File: config.mk
export PLATFORM = sky130hd
export DESIGN_NAME = cpu_trace_buffer
export DESIGN_NICKNAME = d
export VERILOG_FILES = /design/src/rtl/cpu_trace_pkg.sv /design/src/rtl/trace_fifo.sv /design/src/rtl/cpu_trace_buffer.sv
export SDC_FILE = /design/constraint.sdc
export NUM_CORES = 2
export LEC_CHECK = 0
export CAP_MARGIN = 40
export CORE_ASPECT_RATIO = 0.75
export CORE_MARGIN = 1
export CORE_UTILIZATION = 47
export CTS_BUF_LIST = sky130_fd_sc_hd__clkbuf_4 sky130_fd_sc_hd__clkbuf_8
export CTS_CLUSTER_DIAMETER = 80
export DETAILED_ROUTE_END_ITERATION = 6
export PLACE_DENSITY = 0.7
export SLEW_MARGIN = 20
export SYNTH_ARGS = -nofsm -noshare
export SYNTH_HDL_FRONTEND = slang
export SYNTH_SLANG_ARGS = --single-unit
File: constraint.sdc
create_clock -name clk -period 15.35 [get_ports clk]
set_clock_uncertainty 0.2 [all_clocks]
set_input_delay 2.3025 -clock clk [delete_from_list [all_inputs] [get_ports clk]]
set_output_delay 2.3025 -clock clk [all_outputs]
set_load 0.01 [all_outputs]
File: src/rtl/cpu_trace_pkg.sv
`default_nettype none
// ============================================================================
// Module      : cpu_trace_pkg
// Description : Shared types for the CPU trace buffer: the trace FSM state
//               encoding and the packed record captured per retired
//               instruction.
//               Optional feature macro: CPU_TRACE_TS_EN adds a timestamp
//               field to every record.
// Revision    : 1.0 - initial release
// ============================================================================
package cpu_trace_pkg;

  // Record field widths. The top-level DATA_W / TS_W parameters default to
  // these values and must stay equal to them, since the record struct is
  // sized here.
  localparam int C_DATA_W = 32;
  localparam int C_TS_W   = 32;

  typedef enum logic [1:0] {
    IDLE = 2'd0,
    RUN  = 2'd1,
    POST = 2'd2,
    HALT = 2'd3
  } trace_state_t;

  typedef struct packed {
    logic [C_DATA_W-1:0] pc;
    logic [C_DATA_W-1:0] rs_value;
    logic [C_DATA_W-1:0] rt_value;
    logic [C_DATA_W-1:0] rd_value;
`ifdef CPU_TRACE_TS_EN
    logic [C_TS_W-1:0]   ts;
`endif
  } trace_rec_t;

endpackage : cpu_trace_pkg
`default_nettype wire

File: src/rtl/trace_fifo.sv
`default_nettype none
// ============================================================================
// Module      : trace_fifo
// Description : Generic show-ahead FIFO of trace records. The head entry is
//               presented combinationally whenever the FIFO is not empty and
//               reads as all zeros when empty.
// Ports       : clk, rst_n     - clock, async active-low reset
//               push/push_data - write request (ignored when full unless a
//                                pop happens in the same cycle)
//               pop            - remove head (ignored when empty)
//               flush          - empty the FIFO; same-cycle push/pop ignored
//               head           - show-ahead head record
//               full, empty    - status flags
//               level          - occupancy, 0..DEPTH
// Revision    : 1.0 - initial release
// ============================================================================
module trace_fifo
  import cpu_trace_pkg::*;
#(
  parameter int  DEPTH = 16,
  parameter type T     = trace_rec_t
) (
  input  logic                     clk,
  input  logic                     rst_n,
  input  logic                     push,
  input  T                         push_data,
  input  logic                     pop,
  input  logic                     flush,
  output T                         head,
  output logic                     full,
  output logic                     empty,
  output logic [$clog2(DEPTH):0]   level
);

  localparam int c_aw = $clog2(DEPTH);

  // Counters carry one extra bit above the address so that a full buffer
  // and an empty one are distinguishable; the low bits address the array
  // and wrap naturally.
  logic [c_aw:0] r_wr_cnt;
  logic [c_aw:0] r_rd_cnt;
  T              r_mem [DEPTH];

  logic w_do_push;
  logic w_do_pop;

  assign level     = r_wr_cnt - r_rd_cnt;
  assign empty     = (level == '0);
  assign full      = (level == (c_aw+1)'(DEPTH));
  assign w_do_pop  = pop & ~empty & ~flush;
  assign w_do_push = push & (~full | w_do_pop) & ~flush;
  assign head      = empty ? '0 : r_mem[r_rd_cnt[c_aw-1:0]];

  always_ff @(posedge clk or negedge rst_n) begin
    if (!rst_n) begin
      r_wr_cnt <= '0;
      r_rd_cnt <= '0;
    end else if (flush) begin
      r_wr_cnt <= '0;
      r_rd_cnt <= '0;
    end else begin
      if (w_do_push) r_wr_cnt <= r_wr_cnt + (c_aw+1)'(1);
      if (w_do_pop)  r_rd_cnt <= r_rd_cnt + (c_aw+1)'(1);
    end
  end

  // Storage needs no reset: the head is masked to zero while empty.
  always_ff @(posedge clk) begin
    if (w_do_push) r_mem[r_wr_cnt[c_aw-1:0]] <= push_data;
  end

endmodule : trace_fifo
`default_nettype wire

File: src/rtl/cpu_trace_buffer.sv
`default_nettype none
// ============================================================================
// Module      : cpu_trace_buffer
// Description : Captures one record per retired instruction into a DEPTH
//               entry buffer under arm / pc-trigger / freeze control and
//               lets a monitor drain it over a valid/ready handshake.
//               Optional feature macro: CPU_TRACE_TS_EN - adds a free-running
//               cycle stamp to each record and the trc_ts output port.
// Ports       : arm                 - pulse: (re)start RUN, flush, clear drops
//               trig_en, trig_pc    - pc trigger in RUN
//               ret_*               - retire-stage record input
//               trc_valid/trc_ready - drain handshake, trc_* head fields
//               trc_level           - buffer occupancy
//               drop_cnt            - saturating count of records lost to full
//               state               - trace FSM state (trace_state_t)
//               trc_ts              - head stamp (CPU_TRACE_TS_EN only)
// Revision    : 1.0 - initial release
// ============================================================================
module cpu_trace_buffer
  import cpu_trace_pkg::*;
#(
  parameter int DATA_W    = C_DATA_W,
  parameter int DEPTH     = 16,
  parameter int POST_TRIG = 4,
  parameter int CNT_W     = 16,
  parameter int TS_W      = C_TS_W
) (
  input  logic                     clk,
  input  logic                     rst_n,
  input  logic                     arm,
  input  logic                     trig_en,
  input  logic [DATA_W-1:0]        trig_pc,
  input  logic                     ret_valid,
  input  logic [DATA_W-1:0]        ret_pc,
  input  logic [DATA_W-1:0]        ret_rs_value,
  input  logic [DATA_W-1:0]        ret_rt_value,
  input  logic [DATA_W-1:0]        ret_rd_value,
  output logic                     trc_valid,
  input  logic                     trc_ready,
  output logic [DATA_W-1:0]        trc_pc,
  output logic [DATA_W-1:0]        trc_rs_value,
  output logic [DATA_W-1:0]        trc_rt_value,
  output logic [DATA_W-1:0]        trc_rd_value,
  output logic [$clog2(DEPTH):0]   trc_level,
  output logic [CNT_W-1:0]         drop_cnt,
  output logic [1:0]               state
`ifdef CPU_TRACE_TS_EN
  ,
  output logic [TS_W-1:0]          trc_ts
`endif
);

  localparam int c_pw = $clog2(DEPTH);

  trace_state_t      r_state;
  logic [c_pw-1:0]   r_post_cnt;
  logic [CNT_W-1:0]  r_drop_cnt;

  trace_rec_t        w_rec;
  trace_rec_t        w_head;
  logic              w_full;
  logic              w_empty;
  logic              w_capture;
  logic              w_pop;
  logic              w_accept;
  logic              w_drop;
  logic              w_trig;

  // A full buffer still takes a record when the monitor frees a slot in the
  // same cycle. Arm flushes, so captures and pops in that cycle are void.
  assign w_capture = ret_valid & ((r_state == RUN) | (r_state == POST)) & ~arm;
  assign w_pop     = ~w_empty & trc_ready & ~arm;
  assign w_accept  = w_capture & (~w_full | w_pop);
  assign w_drop    = w_capture & ~w_accept;
  assign w_trig    = ret_valid & trig_en & (ret_pc == trig_pc);

  assign w_rec.pc       = ret_pc;
  assign w_rec.rs_value = ret_rs_value;
  assign w_rec.rt_value = ret_rt_value;
  assign w_rec.rd_value = ret_rd_value;

`ifdef CPU_TRACE_TS_EN
  logic [TS_W-1:0] r_ts;

  always_ff @(posedge clk or negedge rst_n) begin
    if (!rst_n) r_ts <= '0;
    else        r_ts <= r_ts + TS_W'(1);
  end

  assign w_rec.ts = r_ts;
  assign trc_ts   = w_head.ts;
`endif

  trace_fifo #(
    .DEPTH (DEPTH),
    .T     (trace_rec_t)
  ) u_fifo (
    .clk       (clk),
    .rst_n     (rst_n),
    .push      (w_accept),
    .push_data (w_rec),
    .pop       (w_pop),
    .flush     (arm),
    .head      (w_head),
    .full      (w_full),
    .empty     (w_empty),
    .level     (trc_level)
  );

  // Trace control FSM with the post-trigger countdown and drop counter.
  // The trigger record itself is captured in RUN; POST then counts every
  // further retire (accepted or dropped) down to HALT.
  always_ff @(posedge clk or negedge rst_n) begin
    if (!rst_n) begin
      r_state    <= IDLE;
      r_post_cnt <= '0;
      r_drop_cnt <= '0;
    end else if (arm) begin
      r_state    <= RUN;
      r_post_cnt <= '0;
      r_drop_cnt <= '0;
    end else begin
      if (w_drop && (r_drop_cnt != {CNT_W{1'b1}}))
        r_drop_cnt <= r_drop_cnt + CNT_W'(1);
      case (r_state)
        RUN: begin
          if (w_trig) begin
            if (POST_TRIG == 0) begin
              r_state <= HALT;
            end else begin
              r_state    <= POST;
              r_post_cnt <= c_pw'(POST_TRIG);
            end
          end
        end
        POST: begin
          if (ret_valid) begin
            r_post_cnt <= r_post_cnt - c_pw'(1);
            if (r_post_cnt <= c_pw'(1)) r_state <= HALT;
          end
        end
        default: ;
      endcase
    end
  end

  assign state        = r_state;
  assign drop_cnt     = r_drop_cnt;
  assign trc_valid    = ~w_empty;
  assign trc_pc       = w_head.pc;
  assign trc_rs_value = w_head.rs_value;
  assign trc_rt_value = w_head.rt_value;
  assign trc_rd_value = w_head.rd_value;

endmodule : cpu_trace_buffer
`default_nettype wire
Yosys cells after proc, flatten, opt, wreduce, memory -nomap -nowiden --
Memory sizes are Yosys's and may differ from the RTL's. Index checks and enable logic that the tools add are counted.
Cells by class: add/sub/neg operators 5, order comparisons 1, eq/ne operators 8, multiplexer cells 18, bitwise logic cells 19, reductions and logical operators 8
Operator list (count):
- 128-bit two-way mux | 1
- 32-bit == test | 1
- 16-bit two-way mux | 2
- 5-bit two-way mux | 4
- 16-bit by 1-bit adder with 16-bit output, second input constant | 1
- 16-bit inequality test, second input constant | 1
- 1-bit AND | 12
- 4-bit two-way mux | 3
- 5-bit by 1-bit adder with 5-bit output, second input constant | 2
- 2-bit two-way mux | 4
- 4-bit one-hot mux with 2 select lines | 1
- 3-bit inequality test, second input constant | 2
- 2-bit nonzero test | 3
- 5-bit == test, second input constant | 1
- 5-bit logical NOT | 1
- 5-bit subtractor | 1
- 4-bit by 1-bit less-or-equal comparator with 1-bit output, second input constant | 1
- 1-bit inverter | 4
- 2-bit one-hot mux with 2 select lines | 1
- 4-bit AND reduction | 1
- 4-bit by 1-bit subtractor with 4-bit output, second input constant | 1
- 3-bit by 2-bit inequality test with 1-bit output, second input constant | 1
- 1-bit OR | 3
- 3-bit AND reduction | 1
- other kinds (5) | 6
Storage, ports and cells: bits in registers 32, bits in writable memories 2048, input bits 166, output and inout port bits 152, word-level logic and storage cells 65, memories 1
Memories:
- u_fifo.r_mem | depth 16, bits a word 128, rd ports 1, clocked after memory_dff 0, write ports 1, line trace_fifo.sv:42 | T r_mem [DEPTH];

Depth between registers and ports, before layout --
depth in word-level cells 12, depth in mapped cells 13, depth with buffers taken out 10

Modules after synthesis --
A second synthesis with hierarchy kept.
Second synthesis, totals: cell total of the unflattened synthesis 3705, area, all modules 80692.4 um2
Modules (own cells, without submodules):
- trace_fifo | instances 1, cells each 3519, area each 79038.3 um2
- cpu_trace_buffer | instances 1, cells each 186, area each 1654.1 um2

Worst setup path before layout --
Ideal clock, no wire load.
path type in2reg, from input arm, to memory u_fifo.r_mem[2][0] in the netlist's numbering, enable pin, library setup time 0.771 ns, arrival time 11.999 ns, setup slack 2.379 ns, stages on the path 7, path buffers 2, path through inv_1 > nand2_1 > o2111ai_1 > clkbuf_1 > clkbuf_1 > nand3_1 > nor3_1
Between the ends: word-level cells in the longest chain between the ends 9, elaborated cells between the ends (all ways) 12, classes of those cells 2 x mux; 10 x bitwise
Ends and longest elaborated chain:
- from (decl) | line cpu_trace_buffer.sv:30 | input logic arm,
- 1-bit inverter (*)
- 1-bit AND | line cpu_trace_buffer.sv:72 | assign w_pop = ~w_empty & trc_ready & ~arm;
- 1-bit AND (2 in a row) | line trace_fifo.sv:50 | assign w_do_pop = pop & ~empty & ~flush;
- 1-bit OR | line trace_fifo.sv:51 | assign w_do_push = push & (~full | w_do_pop) & ~flush;
- 1-bit AND | line trace_fifo.sv:51
- 1-bit AND (*) | line trace_fifo.sv:51
- 1-bit two-way mux (*) | line trace_fifo.sv:69 | if (w_do_push) r_mem[r_wr_cnt[c_aw-1:0]] <= push_data;
- 1-bit two-way mux (not written as such) (*) | line trace_fifo.sv:69
- to (decl) | line trace_fifo.sv:42
Every way passes the cells marked *; elsewhere a longest branch is shown, timed or not.

Final worst setup path --
from register u_fifo.r_rd_cnt[0], to output trc_rd_value[22]
Between the ends: word-level cells in the longest chain between the ends 3, elaborated cells between the ends (all ways) 4, classes of those cells 1 x add/sub; 1 x mux; 1 x reduce/logical; 1 x memory
Ends and longest elaborated chain:
- from (decl) | line trace_fifo.sv:41 | logic [c_aw:0] r_rd_cnt;
- from (signal assigned) | line trace_fifo.sv:63 | if (w_do_pop) r_rd_cnt <= r_rd_cnt + (c_aw+1)'(1);
- 5-bit subtractor | line trace_fifo.sv:47 | assign level = r_wr_cnt - r_rd_cnt;
- 5-bit logical NOT | line trace_fifo.sv:48 | assign empty = (level == '0);
- 128-bit two-way mux (*) | line trace_fifo.sv:52 | assign head = empty ? '0 : r_mem[r_rd_cnt[c_aw-1:0]];
- to (decl) | line cpu_trace_buffer.sv:43 | output logic [DATA_W-1:0] trc_rd_value,
Marks and branches as above.

==> impl_results.md <==
* Result of the run: finished, violations left
* Failing checks: design-rule violations
* Worst setup path startpoint: u_fifo.r_rd_cnt[0]
* Met1 layer usage reported by global route at 0.294
* Number of core rows at 130
* Number of cells traversed by the worst register-to-register path at 10
* Pin count of the biggest net entering global routing at 159
* Busiest layer in global routing: met2
* Antenna violation net count after detailed routing at 0
* Antenna violations before repair at 23
* Main synth FF type: edfxtp_1
* Sum of negative setup slack at 0 ns
* Wire length per cell after detailed routing at 29.1 um
* Post-synthesis net count at 3473
* Number of enable flip-flop cells after synthesis at 2048
* Initial Utilization at 0.475
* Async set or reset register ratio after synthesis at 0.0154
* Overall global routing resource usage at 0.215
* CTS H-tree lvls at 5
* Count of nets after finishing at 4047
* Slew at the pin closest to its max-slew limit at 1.21 ns
* Cell types with the largest area share after synthesis: edfxtp_1 77%, mux4_2 18%, nor2b_1 1.0%
* Grt met2 use at 0.355
* Finished Cell Area at 92900 um^2
* Worst voltage drop across the vdd grid at 0.201 mV
* Fmax at 121 MHz
* CTS buffer count at 325
* TritonCTS clock tree: yes
* Worst reg2reg startpoint: u_fifo.r_rd_cnt[1]
* MaxCap Viol Count at 0
* Worst rel slew slack at 0.196
* Worst path slowest cell: dfrtp_4
* Vias in the first global route at 38800
* Arrival time worst endpoint at 5.75 ns
* Kind of cell with the highest combined delay on the critical path: buffers and inverters
* Biggest fanout along the worst timing path at 114
* First-pass GRT wire length at 267 mm
* Top-level port count at 318
* Cell count of the worst hold path at 1
* Ratio of cells with drive above 1 in the final layout at 0.302
* Delay contributed by the slowest stage of the critical path at 0.82 ns
* Final standard cell utilization of the core at 0.552
* Post-route fraction of the period consumed by the critical path at 0.538
* Number of warnings reported in the yosys synthesis log at 0
* Worst hold endpoint: u_fifo.r_wr_cnt[4]
* Syn_area_per_cell at 24.3 um^2
* Number of register bits inferred by synthesis at 2080
* Total number of vias at 37100
* Final setup violation count at 0
* Clock sinks at 2080
* Total core area at 168000 um^2
* M3 GR Usage at 0.0417
* Slack of the worst reg-to-reg path at 9.39 ns
* Count of unique library cells instantiated by Yosys at 51
* Min-delay src: u_fifo.r_wr_cnt[4]
* Type of element capturing the critical path: output pin
* Placed wire-length estimate at 95.7 mm
* Worst min-delay path category: flip-flop to flip-flop
* Vias per std cell at 5.86
* Root buf cell: clkbuf_8
* Leak at 28.5 nW
* Power Dens Cells at 154 nW/um^2
* Critical path buffer and inverter count at 6
* Total die area at 172000 um^2
* Total wire length at 184 mm
* Number of pins exceeding their max-slew limit in the final report at 0
* Instance area at placement at 86700 um^2
* Critical setup path kind: flip-flop to output pin
* Gp weighted congestion at 0.761
* Startpoint kind of the worst setup timing path: flip-flop
* Hold_buf cts at 0
* Worst-Skew Late Latency at 1.00 ns
* Horizontal die dimension at 478 um
* DRC Markers at 14
* Cells traversed along the worst timing path: buf_4, buf_16, buf_4, buf_16, buf_12, mux4_2, mux4_2, nor2b_1, clkdlybuf4s50_1
* Portion of synthesized cell area occupied by the leading cell type at 0.769
* Layout area overhead at 16.2%
* CTS Buffer Depth at 4
* Count of TritonRoute iterations in the first routing pass at 7
* Endpoints failing hold at 0
* Critical R2R Capture: u_fifo.r_mem[8][38]
* Resized Gates After CTS at 0
* Unrepaired setup endpoints after global routing: false
* Minimum clock period at 8.26 ns
* Summed instance area of the synthesized netlist at 79900 um^2
* Post-CTS setup repair buffer count at 0
* DIE HEIGHT at 359 um
* Port Buffer Count at 317
* Gate count after technology mapping at 3292
* DRC marker count from the first detailed-route iteration at 3535
* Post-synthesis sequential area ratio at 0.779
* Required time worst endpoint at 12.85 ns
* Clock transition time at the flip-flop clock pins of the worst setup and hold paths at 0.07 ns
* Overflow after GRT at 0
* Synth area leader: edfxtp_1
## area by class of cell
class                           count  area [um^2]
Antenna cell                        6         15.0
Multi-Input combinational cell   1017        17000
Fill cell                       12300        75300
Sequential cell                  2080        62300
Timing Repair Buffer              416         4540
Tap cell                         2244         2810
Clock inverter                    113          858
Inverter                           26          105
Clock buffer                      424         5250
## where the power goes
group          leakage [nW]  switching [mW]  internal (mW)
clock                  3.17            2.05           2.45
sequential             18.9          0.0558           6.34
combinational          6.40            1.60           1.79
## routing by layer
layer | vias up | wire, um
met5 | - | 130
met4 | 20 | 3840
met3 | 310 | 12000
met2 | 1451 | 93100
met1 | 20000 | 75100
li1 | 15400 | -
## worst max-delay path by stage
stage                              end  slack [ns]  cells past startpoint
floorplan           u_fifo.r_mem[2][0]        2.38                      7
global placement       trc_rt_value[9]        7.59                      7
detailed placement     trc_rt_value[9]        7.78                      8
CTS                    trc_rt_value[9]        6.65                      8
global route          trc_rd_value[22]        6.63                      9
finish                trc_rd_value[22]        7.09                      9
## metrics by stage
step | hold WS, ns | setup slack, ns | cells | power (mW)
floorplan | 0.272 | 2.38 | 3292 | 8.52
global placement | 0.308 | 7.59 | 5752 | 9.91
detailed placement | 0.308 | 7.78 | 5778 | 9.96
CTS | 0.317 | 6.65 | 6315 | 14.5
global route | 0.372 | 6.63 | 6324 | 14.9
finish | 0.320 | 7.09 | 6326 | 14.3
## worst register-to-register path: stages, from the launching register on
cell	delay, ns
dfrtp_4	0.83
inv_1	0.20
ha_1	0.32
nor2b_1	0.13
o21a_1	0.20
o21a_1	0.21
o2111ai_2	0.63
nand3_1	0.47
nor2_4	0.72
buf_4	0.73
buf_4	0.86
## synth_stat cells (5+ instances only)
master    number
nand2b_1       6
or3_1         11
nand3_1       18
nor3_1        10
inv_1         26
nor2_1        22
o31ai_1       13
nand2_1       11
dfrtp_1       32
edfxtp_1    2048
ha_1          14
or4_1         11
nor2b_1      134
a21oi_1       27
mux4_2       640
xor2_1        22
nor4_1         6
buf_1         44
nand4_1       12
buf_2          5
o21ai_0       16
clkbuf_1     118
## placed cells by master (no fill, tap or decap), drive strengths merged, types with 3 or more instances in the layout
master / n
buf: 99
or4: 13
edfxtp: 2048
or2b: 4
nor2b: 134
nand4: 12
o21ai: 16
or3: 11
nor4: 6
clkbuf: 424
nand2b: 6
clkdlybuf4s50: 317
mux4: 640
clkinv: 86
a21oi: 27
ha: 14
inv: 27
diode: 6
o31ai: 13
bufinv: 14
dfrtp: 32
o22ai: 3
xor2: 22
nand2: 11
clkinvlp: 12
nor3: 10
xnor2: 3
nand3: 18
nor2: 22
## sequential cells by signal, summed over array words and instances (netlist names)
register and flops:
drop_cnt 16, u_fifo.r_mem 2048, state 2, u_fifo.r_rd_cnt 5, u_fifo.r_wr_cnt 5, r_post_cnt 4
## logic make-up (layout without fill, tap and decap cells)
group,after synthesis,after routing,share of synthesized area
fa+ha+maj,15,15,0.00244
buf+inv,195,979,0.00944
simple gates,255,255,0.0189
mux,643,643,0.181
flops,2080,2080,0.779
xor+xnor,25,25,0.00274
other cells,0,6,0
compound gates,79,79,0.00628
(Power assumes the default switching activity.)
